--- src/rtl/nco_sweep_ctrl.sv ---
// Chirp controller that feeds the NCO phase increment. It runs either a one-shot
// up-sweep or a continuous triangle, and holds each step value for a programmable dwell.
module nco_sweep_ctrl #(
    parameter int STEP_SIZE   = 16,
    parameter int DWELL_WIDTH = 16
) (
    input  logic                   clk,
    input  logic                   rst,
    input  logic                   start,
    input  logic                   abort,
    input  logic                   mode,
    input  logic [STEP_SIZE-1:0]   f_start,
    input  logic [STEP_SIZE-1:0]   f_stop,
    input  logic [STEP_SIZE-1:0]   f_inc,
    input  logic [DWELL_WIDTH-1:0] dwell,
    output logic [STEP_SIZE-1:0]   step,
    output logic                   step_upd,
    output logic                   busy,
    output logic                   done
);
    typedef enum logic [1:0] {IDLE, UP, DOWN} state_t;

    state_t                 state_q, state_d;
    logic [STEP_SIZE-1:0]   step_q, step_d, fs_q, fs_d, stop_q, stop_d, inc_q, inc_d;
    logic [DWELL_WIDTH-1:0] dwell_q, dwell_d, cnt_q, cnt_d;
    logic                   mode_q, mode_d, upd_q, upd_d, busy_q, busy_d, done_q, done_d;

    logic [STEP_SIZE:0]     sum, diff;
    logic [STEP_SIZE-1:0]   up_tgt, dn_tgt, tgt;
    logic [DWELL_WIDTH-1:0] dwell_in_eff;
    logic                   expire, move;

    // Carry/borrow out of the extra MSB means the walk left the range, so clamp to the end point.
    assign sum    = {1'b0, step_q} + {1'b0, inc_q};
    assign diff   = {1'b0, step_q} - {1'b0, inc_q};
    assign up_tgt = (sum[STEP_SIZE] || (sum[STEP_SIZE-1:0] >= stop_q)) ? stop_q : sum[STEP_SIZE-1:0];
    assign dn_tgt = (diff[STEP_SIZE] || (diff[STEP_SIZE-1:0] <= fs_q)) ? fs_q : diff[STEP_SIZE-1:0];

    assign dwell_in_eff = (dwell == '0) ? DWELL_WIDTH'(1) : dwell;
    assign expire       = (cnt_q == '0);

    always_comb begin
        state_d = state_q;
        step_d  = step_q;
        fs_d    = fs_q;
        stop_d  = stop_q;
        inc_d   = inc_q;
        mode_d  = mode_q;
        dwell_d = dwell_q;
        cnt_d   = cnt_q;
        busy_d  = busy_q;
        upd_d   = 1'b0;
        done_d  = 1'b0;
        tgt     = step_q;
        move    = 1'b0;

        if (abort) begin
            state_d = IDLE;
            busy_d  = 1'b0;
            step_d  = '0;
            upd_d   = (step_q != '0);
            cnt_d   = '0;
        end else begin
            unique case (state_q)
                IDLE: begin
                    if (start) begin
                        fs_d    = f_start;
                        stop_d  = (f_stop > f_start) ? f_stop : f_start;
                        inc_d   = f_inc;
                        mode_d  = mode;
                        dwell_d = dwell_in_eff;
                        cnt_d   = dwell_in_eff - DWELL_WIDTH'(1);
                        step_d  = f_start;
                        upd_d   = 1'b1;
                        busy_d  = 1'b1;
                        state_d = UP;
                    end
                end
                UP: begin
                    if (expire) begin
                        move = 1'b1;
                        if (step_q == stop_q) begin
                            if (!mode_q) begin
                                move    = 1'b0;
                                state_d = IDLE;
                                busy_d  = 1'b0;
                                done_d  = 1'b1;
                            end else begin
                                state_d = DOWN;
                                tgt     = dn_tgt;
                            end
                        end else begin
                            tgt = up_tgt;
                        end
                    end
                end
                DOWN: begin
                    if (expire) begin
                        move = 1'b1;
                        if (step_q == fs_q) begin
                            state_d = UP;
                            tgt     = up_tgt;
                        end else begin
                            tgt = dn_tgt;
                        end
                    end
                end
                default: state_d = IDLE;
            endcase

            // A turnaround that lands on the same value (degenerate range) reloads without a pulse.
            if (move) begin
                step_d = tgt;
                upd_d  = (tgt != step_q);
                cnt_d  = dwell_q - DWELL_WIDTH'(1);
            end else if (state_q != IDLE && !expire) begin
                cnt_d = cnt_q - DWELL_WIDTH'(1);
            end
        end
    end

    always_ff @(posedge clk or negedge rst) begin
        if (!rst) begin
            state_q <= IDLE;
            step_q  <= '0;
            fs_q    <= '0;
            stop_q  <= '0;
            inc_q   <= '0;
            mode_q  <= 1'b0;
            dwell_q <= '0;
            cnt_q   <= '0;
            upd_q   <= 1'b0;
            busy_q  <= 1'b0;
            done_q  <= 1'b0;
        end else begin
            state_q <= state_d;
            step_q  <= step_d;
            fs_q    <= fs_d;
            stop_q  <= stop_d;
            inc_q   <= inc_d;
            mode_q  <= mode_d;
            dwell_q <= dwell_d;
            cnt_q   <= cnt_d;
            upd_q   <= upd_d;
            busy_q  <= busy_d;
            done_q  <= done_d;
        end
    end

    assign step     = step_q;
    assign step_upd = upd_q;
    assign busy     = busy_q;
    assign done     = done_q;

endmodule

--- config.mk ---
export PLATFORM = sky130hd
export DESIGN_NAME = nco_sweep_ctrl
export DESIGN_NICKNAME = d
export VERILOG_FILES = /design/src/rtl/nco_sweep_ctrl.sv
export SDC_FILE = /design/constraint.sdc
export NUM_CORES = 1
export LEC_CHECK = 0
export BUFFER_PORTS_ARGS = -buffer_cell sky130_fd_sc_hd__buf_2
export CORE_ASPECT_RATIO = 1.75
export CORE_MARGIN = 5
export CORE_UTILIZATION = 45
export CTS_CLUSTER_SIZE = 12
export DETAILED_ROUTE_END_ITERATION = 10
export GPL_TIMING_DRIVEN = 0
export SETUP_SLACK_MARGIN = 0.5
export SYNTH_ARGS = -nofsm -noshare
export SYNTH_HDL_FRONTEND = slang
export SYNTH_SLANG_ARGS = --single-unit
--- constraint.sdc ---
create_clock -name clk -period 6.3 [get_ports clk]
set_input_delay 0.945 -clock clk [delete_from_list [all_inputs] [get_ports clk]]
set_output_delay 0.945 -clock clk [all_outputs]
set_load 0.02 [all_outputs]
; Word-level counts from Yosys, hierarchy flattened
; Index checks and enable logic that the tools add are counted.
[word_totals]
reg_bits = 102
input_bits = 69
wordCells = 99
output_inout_bits = 19
[classes]
bitwise = 1
eq_ne = 11
reduce_logical = 19
addsub = 5
n_lt_le_gt_ge = 3
mux = 49
[op_table]
columns = cell, n
row1 = two-way mux 16 bit, 19
row2 = subtractor 16 x 1 -> 16 bit (second input constant), 3
row3 = == test 16 bit, 2
row4 = zero test 16 bit, 2
row5 = case mux 16 bit (2 select lines), 1
row6 = two-way mux 1 bit, 19
row7 = inequality test 3 bit (second input constant), 6
row8 = adder 16 x 16 -> 17 bit, 1
row9 = subtractor 16 x 16 -> 17 bit, 1
row10 = >= comparator 16 bit, 1
row11 = > comparator 16 bit, 1
row12 = less-or-equal comparator 16 bit, 1
row13 = inequality test 16 bit, 1
row14 = nonzero test 16 bit, 1
row15 = two-way mux 2 bit, 7
row16 = AND reduction 5 bit, 2
row17 = nonzero test 3 bit, 3
row18 = nonzero test 4 bit, 2
row19 = case mux 2 bit (3 select lines), 1
row20 = case mux 1 bit (2 select lines), 2
row21 = AND reduction 2 bit, 2
row22 = AND reduction 3 bit, 1
row23 = == test 2 x 1 -> 1 bit (second input constant), 1
row24 = == test 2 bit (second input constant), 1
row25 = 6 further kinds, 7

; Logic depth before layout (Yosys ltp)
[logic_depth]
ltp_word = 12
depth_mapped = 23
ltp_nobuf = 21

; Worst setup path before layout
; No wires, ideal clock.
[synth_path]
path_kind = register to register
from = reg step_q[0] (netlist: step[0])
to = reg upd_q (netlist: step_upd)
t_arrival_ns = 5.521
path_stages_with_launch = 24
n_path_buf = 2
setup_ns = 0.124
synth_period_minus_slack_ns = 5.645
slack_ns = 0.655
t_required_ns = 6.176
cell_sequence = dfrtp_1 clkbuf_1 inv_1 ha_1 fa_1 nand2b_1 a2111o_1 a211oi_1 a31oi_1 o21ai_0 xnor2_1 ha_1 nand4_1 or4_1 a21o_1 a31oi_2 nand2_2 buf_4 mux2i_1 o22a_1 nand2_1 o2111ai_1 o41a_1 o31a_1
[synth_between]
elab_chain_len = 12
elab_cells_between_ends = 25
cone_classes = add/sub (2) / order compare (2) / eq/ne (3) / mux (15) / reduce/logical (3)
[synth_rtl]
columns = item, line_no
row1 = from (decl), 24  ; logic [STEP_SIZE-1:0] step_q, step_d, fs_q, fs_d, stop_q, stop_d, inc_q, inc_d;
row2 = from (signal assigned), 137  ; step_q <= step_d;
row3 = subtractor 16 x 16 -> 17 bit, 35  ; assign diff = {1'b0, step_q} - {1'b0, inc_q};
row4 = less-or-equal comparator 16 bit, 37  ; assign dn_tgt = (diff[STEP_SIZE] || (diff[STEP_SIZE-1:0] <= fs_q)) ? fs_q : diff[STEP_SIZE-1:0];
row5 = logical OR 1 bit, 37
row6 = two-way mux 16 bit, 37
row7 = two-way mux 16 bit, 83  ; if (!mode_q) begin
row8 = two-way mux 16 bit, 82  ; if (step_q == stop_q) begin
row9 = two-way mux 16 bit, 80  ; if (expire) begin
row10 = case mux 16 bit (2 select lines), 64  ; unique case (state_q)
row11 = two-way mux 16 bit, 57  ; if (abort) begin
row12 = inequality test 16 bit, 114  ; upd_d = (tgt != step_q);
row13 = two-way mux 1 bit, 112  ; if (move) begin
row14 = two-way mux 1 bit *, 57
row15 = net upd_d, 26  ; logic mode_q, mode_d, upd_q, upd_d, busy_q, busy_d, done_q, done_d;
row16 = to (signal assigned), 144  ; upd_q <= upd_d;
row17 = to (decl), 26
; The timed path passes the listed nets; every way through them passes the cells marked *. The select of a mux whose other input is x is not followed.
; A chain may end at the register's enable or synchronous reset.

; Worst setup path after layout
; Ends and elaborated chain as after synthesis.

==> results.yml <==
run_status:
  outcome: "complete, no violations"
yosys:
  synth_edf_count: 0
  synth_warnings: 0
  syn_area_sq_um: 8930
  seq_area_frac_synth_pct: 28.6
  ys_ff_latch: 102
  synth_top_flop_cell: "dfrtp_1"
  synth.avg_cell_area_sq_um: 8.86
  yosysTopAreaCell: "dfrtp_1"
  synthTopCellsByArea: "dfrtp_1 29%, ha_1 12%, mux2_2 6.4%"
  synthCells: 1008
  syn_nets: 1164
  synth_cell_types: 78
  synth_top_area_share_pct: 28.6
  async_flop_share_pct: 100
worst_setup_path:
  reg2reg_from: "step[0]$_DFFE_PN0P_"
  worst_setup_path_end_kind: "flip-flop"
  crit_type: "flip-flop to flip-flop"
  cp.arrival_ns: 6.01
  r2r_slack_ns: 0.54
  critPathLaunchType: "flip-flop"
  r2r-end: "step_upd$_DFF_PN0_"
  worst-path-stages: 23
  endpoint: "step_upd$_DFF_PN0_"
  path_delay_family: "compound AO/OA/AOI/OAI gates"
  critical-path-slowest-cell: "a2111o_1"
  crit_chain: "clkbuf_8, inv_1, ha_2, fa_2, nand2b_1, a2111o_1, a211oi_2, a31oi_2, o21ai_1, xnor2_1, ha_1, nand4_1, or4_4, a21o_1, a31oi_4, nand2_4, buf_4, mux2i_1, o22a_1, a22oi_2, o2111ai_1, o41a_1, o31a_1"
  cp.required_ns: 6.55
  cp_max_fo: 6
  max_stage_delay_ns: 0.48
  cp_num_buf_inv: 3
  startpoint: "step[0]$_DFFE_PN0P_"
  worstRegToRegCells: 23
route:
  firstDrtPassIters: 6
  ant_nets: 0
  vias: 8173
  wire_per_inst_um: 22.7
  drt_iter0_drc: 548
  drc: 0
  viasPerCell: 5.95
  wl_um: 31200
cells_and_area:
  drive_above_1_share_pct: 21.3
  finalNonFillerCells: 1374
  final_area_sq_um: 10300
  diodes: 0
  nets: 1281
  post-route-util_pct: 52.6
  syn_to_final_growth_pct: 15.8
  num-fill-cells: 1947
  seq_area_sq_um: 2550
  multi_input_area_sq_um: 5930
placed_design:
  placed_area_sq_um: 9700
  pre_cts_ws_ns: -0.489
  dp_cells: 1340
  gp_congestion: 0.927
  dp_hpwl_um: 25000
  io_buffers: 86
global_routing:
  grt_pass1_wl_um: 47300
  grt_pass1_vias: 8592
  grt_overflow: 0
  grtUsageTotal_pct: 27.8
  antenna_found_initial: 0
  grt_max_degree: 66
clocking:
  root_buffer: "clkbuf_16"
  clk_latency_ns: 0.38
  cts_buffer_depth: 2
  cts-buffers-inserted: 9
  path_clk_slew_ns: 0.07
  cts_tree: "done"
  cts_sinks: 102
  htree_num_levels: 3
  cts_hold_buf: 0
sta:
  max-slew-margin-rel_pct: 32.2
  slew_violations: 0
  timing.final.ws_setup_ns: 0.536
  finalHoldViolations: 0
  clock_skew_ns: 0.0143
  hold_ws_ns: 0.501
  max_slew.worst_pin.slew_ns: 1.01
  finalSetupTns_ns: 0
  finalSetupViolations: 0
  rsz0062_at_grt: "true"
  period_share_pct: 91.5
  post-route-min-period_ns: 5.76
  max_freq_mhz: 173
die:
  die-width_um: 117
  fp-row-count: 68
  core_sq_um: 19700
  start_util_pct: 45.5
  ios: 88
  die_h_um: 196
  die_area_sq_um: 22900
pwr:
  p_leak_nw: 4.93
  ir_drop_mv: 0.238
  powerDensity_nw_per_um2: 556
  p_total_mw: 5.75
worst_hold_path:
  min_path_type: "flip-flop to flip-flop"
job:
  maxCapViolations: 0
## worst min-delay path by stage
stage / from / endpoint / slack, ns / cells after the start
2_1_floorplan: dwell_q[0]$_DFFE_PN0P_ / dwell_q[0]$_DFFE_PN0P_ / 0.45 / 2
3_3_place_gp: dwell_q[0]$_DFFE_PN0P_ / dwell_q[0]$_DFFE_PN0P_ / 0.48 / 2
3_5_place_dp: dwell_q[11]$_DFFE_PN0P_ / dwell_q[11]$_DFFE_PN0P_ / 0.49 / 1
4_1_cts: dwell_q[11]$_DFFE_PN0P_ / dwell_q[11]$_DFFE_PN0P_ / 0.50 / 1
5_1_grt: dwell_q[9]$_DFFE_PN0P_ / dwell_q[9]$_DFFE_PN0P_ / 0.54 / 1
6_report: dwell_q[11]$_DFFE_PN0P_ / dwell_q[11]$_DFFE_PN0P_ / 0.50 / 1
## layer usage
metal  wire [um]  global-route usage (%)  part of all wire (%)  vias up
li1            -                       -                     -     3859
met1       10500                    27.1                    34     3914
met2       17100                    51.8                    55      274
met3        1070                    3.04                   3.4      126
met4        2510                    20.4                   8.1        0
met5           0                       0                     0        -
## layout by cell type, fill, tap and decap left out, types with 6 or more instances in the layout
| cell type | count |
|---|---|
| nor3_1 | 13 |
| nand4_1 | 13 |
| clkbuf_1 | 30 |
| nor2_1 | 61 |
| mux2i_1 | 53 |
| nand3_1 | 10 |
| a31oi_1 | 6 |
| a21oi_1 | 55 |
| o22ai_1 | 8 |
| o22a_1 | 10 |
| buf_2 | 100 |
| ha_1 | 84 |
| nand2b_1 | 10 |
| nand2_1 | 81 |
| xor2_1 | 39 |
| buf_6 | 8 |
| xnor2_1 | 31 |
| buf_4 | 20 |
| o211ai_1 | 7 |
| mux2_2 | 51 |
| o21ai_0 | 59 |
| inv_1 | 89 |
| nor4_1 | 19 |
| nor2b_1 | 10 |
| a221oi_1 | 6 |
| a21o_1 | 14 |
| a22oi_1 | 12 |
| dfrtp_1 | 100 |
| a22o_1 | 7 |
| clkbuf_16 | 9 |
| o31ai_1 | 7 |
| a211oi_1 | 6 |
## power by group
group          leakage (nW)  total [mW]  switching, mW  internal, mW
combinational          3.52        3.86           2.20          1.66
clock                 0.135       0.589          0.271         0.318
sequential             1.27        1.30          0.364         0.935
## Yosys cell counts (3+ instances only)
cell type	instances
buf_6	7
buf_2	16
xor2_1	39
o31ai_1	7
nor2_1	61
mux2i_1	57
a2111o_1	3
clkbuf_1	29
a211oi_1	8
o21a_1	4
nand2b_1	10
nor2b_1	10
a21oi_1	55
o221ai_1	3
xnor2_1	32
o22a_1	10
inv_1	89
a22oi_1	14
o22ai_1	8
a221oi_1	10
nor3_1	13
a22o_1	7
nor4_1	19
mux2_2	51
nand2_1	81
dfrtp_1	102
ha_1	85
o211ai_1	7
nand4_1	13
a2111oi_0	4
or2_2	5
a31oi_1	8
o21ai_0	62
nand3_1	10
a21o_1	14
## state kept, by name (all words and copies together) (netlist names)
| name | cells |
|---|---|
| cnt_q | 16 |
| dwell_q | 16 |
| fs_q | 16 |
| inc_q | 16 |
| step | 16 |
| stop_q | 16 |
| state_q | 2 |
| busy | 1 |
| done | 1 |
| mode_q | 1 |
| step_upd | 1 |
## cell families after synthesis
group | share of synthesized area (%)
muxes | 13.1
DFF | 28.6
AOI/OAI and AO/OA | 19.3
and+or+nand+nor | 12.8
xor gates and xnor gates | 6.96
buffers and inverters | 6.99
adders and majority gates | 12.4
## final cells by class
cell class | count | area share (%)
flip-flops and latches | 102 | 24.7
clock inverters | 3 | 0.436
repair buffers | 106 | 5.83
clock buffers | 12 | 2.38
plain buffers | 55 | 3.12
inverters | 90 | 3.27
well taps | 245 | 2.96
multi-input cells | 761 | 57.3
## repair_timing
| item | CTS | global route |
|---|---|---|
| pin swaps | 17 | 11 |
| endpoints found under the setup margin | 14 | 1 |
| gates resized for setup | 35 | 10 |
| buffers inserted | 16 | 3 |
Power figures use the tool's default switching activity.
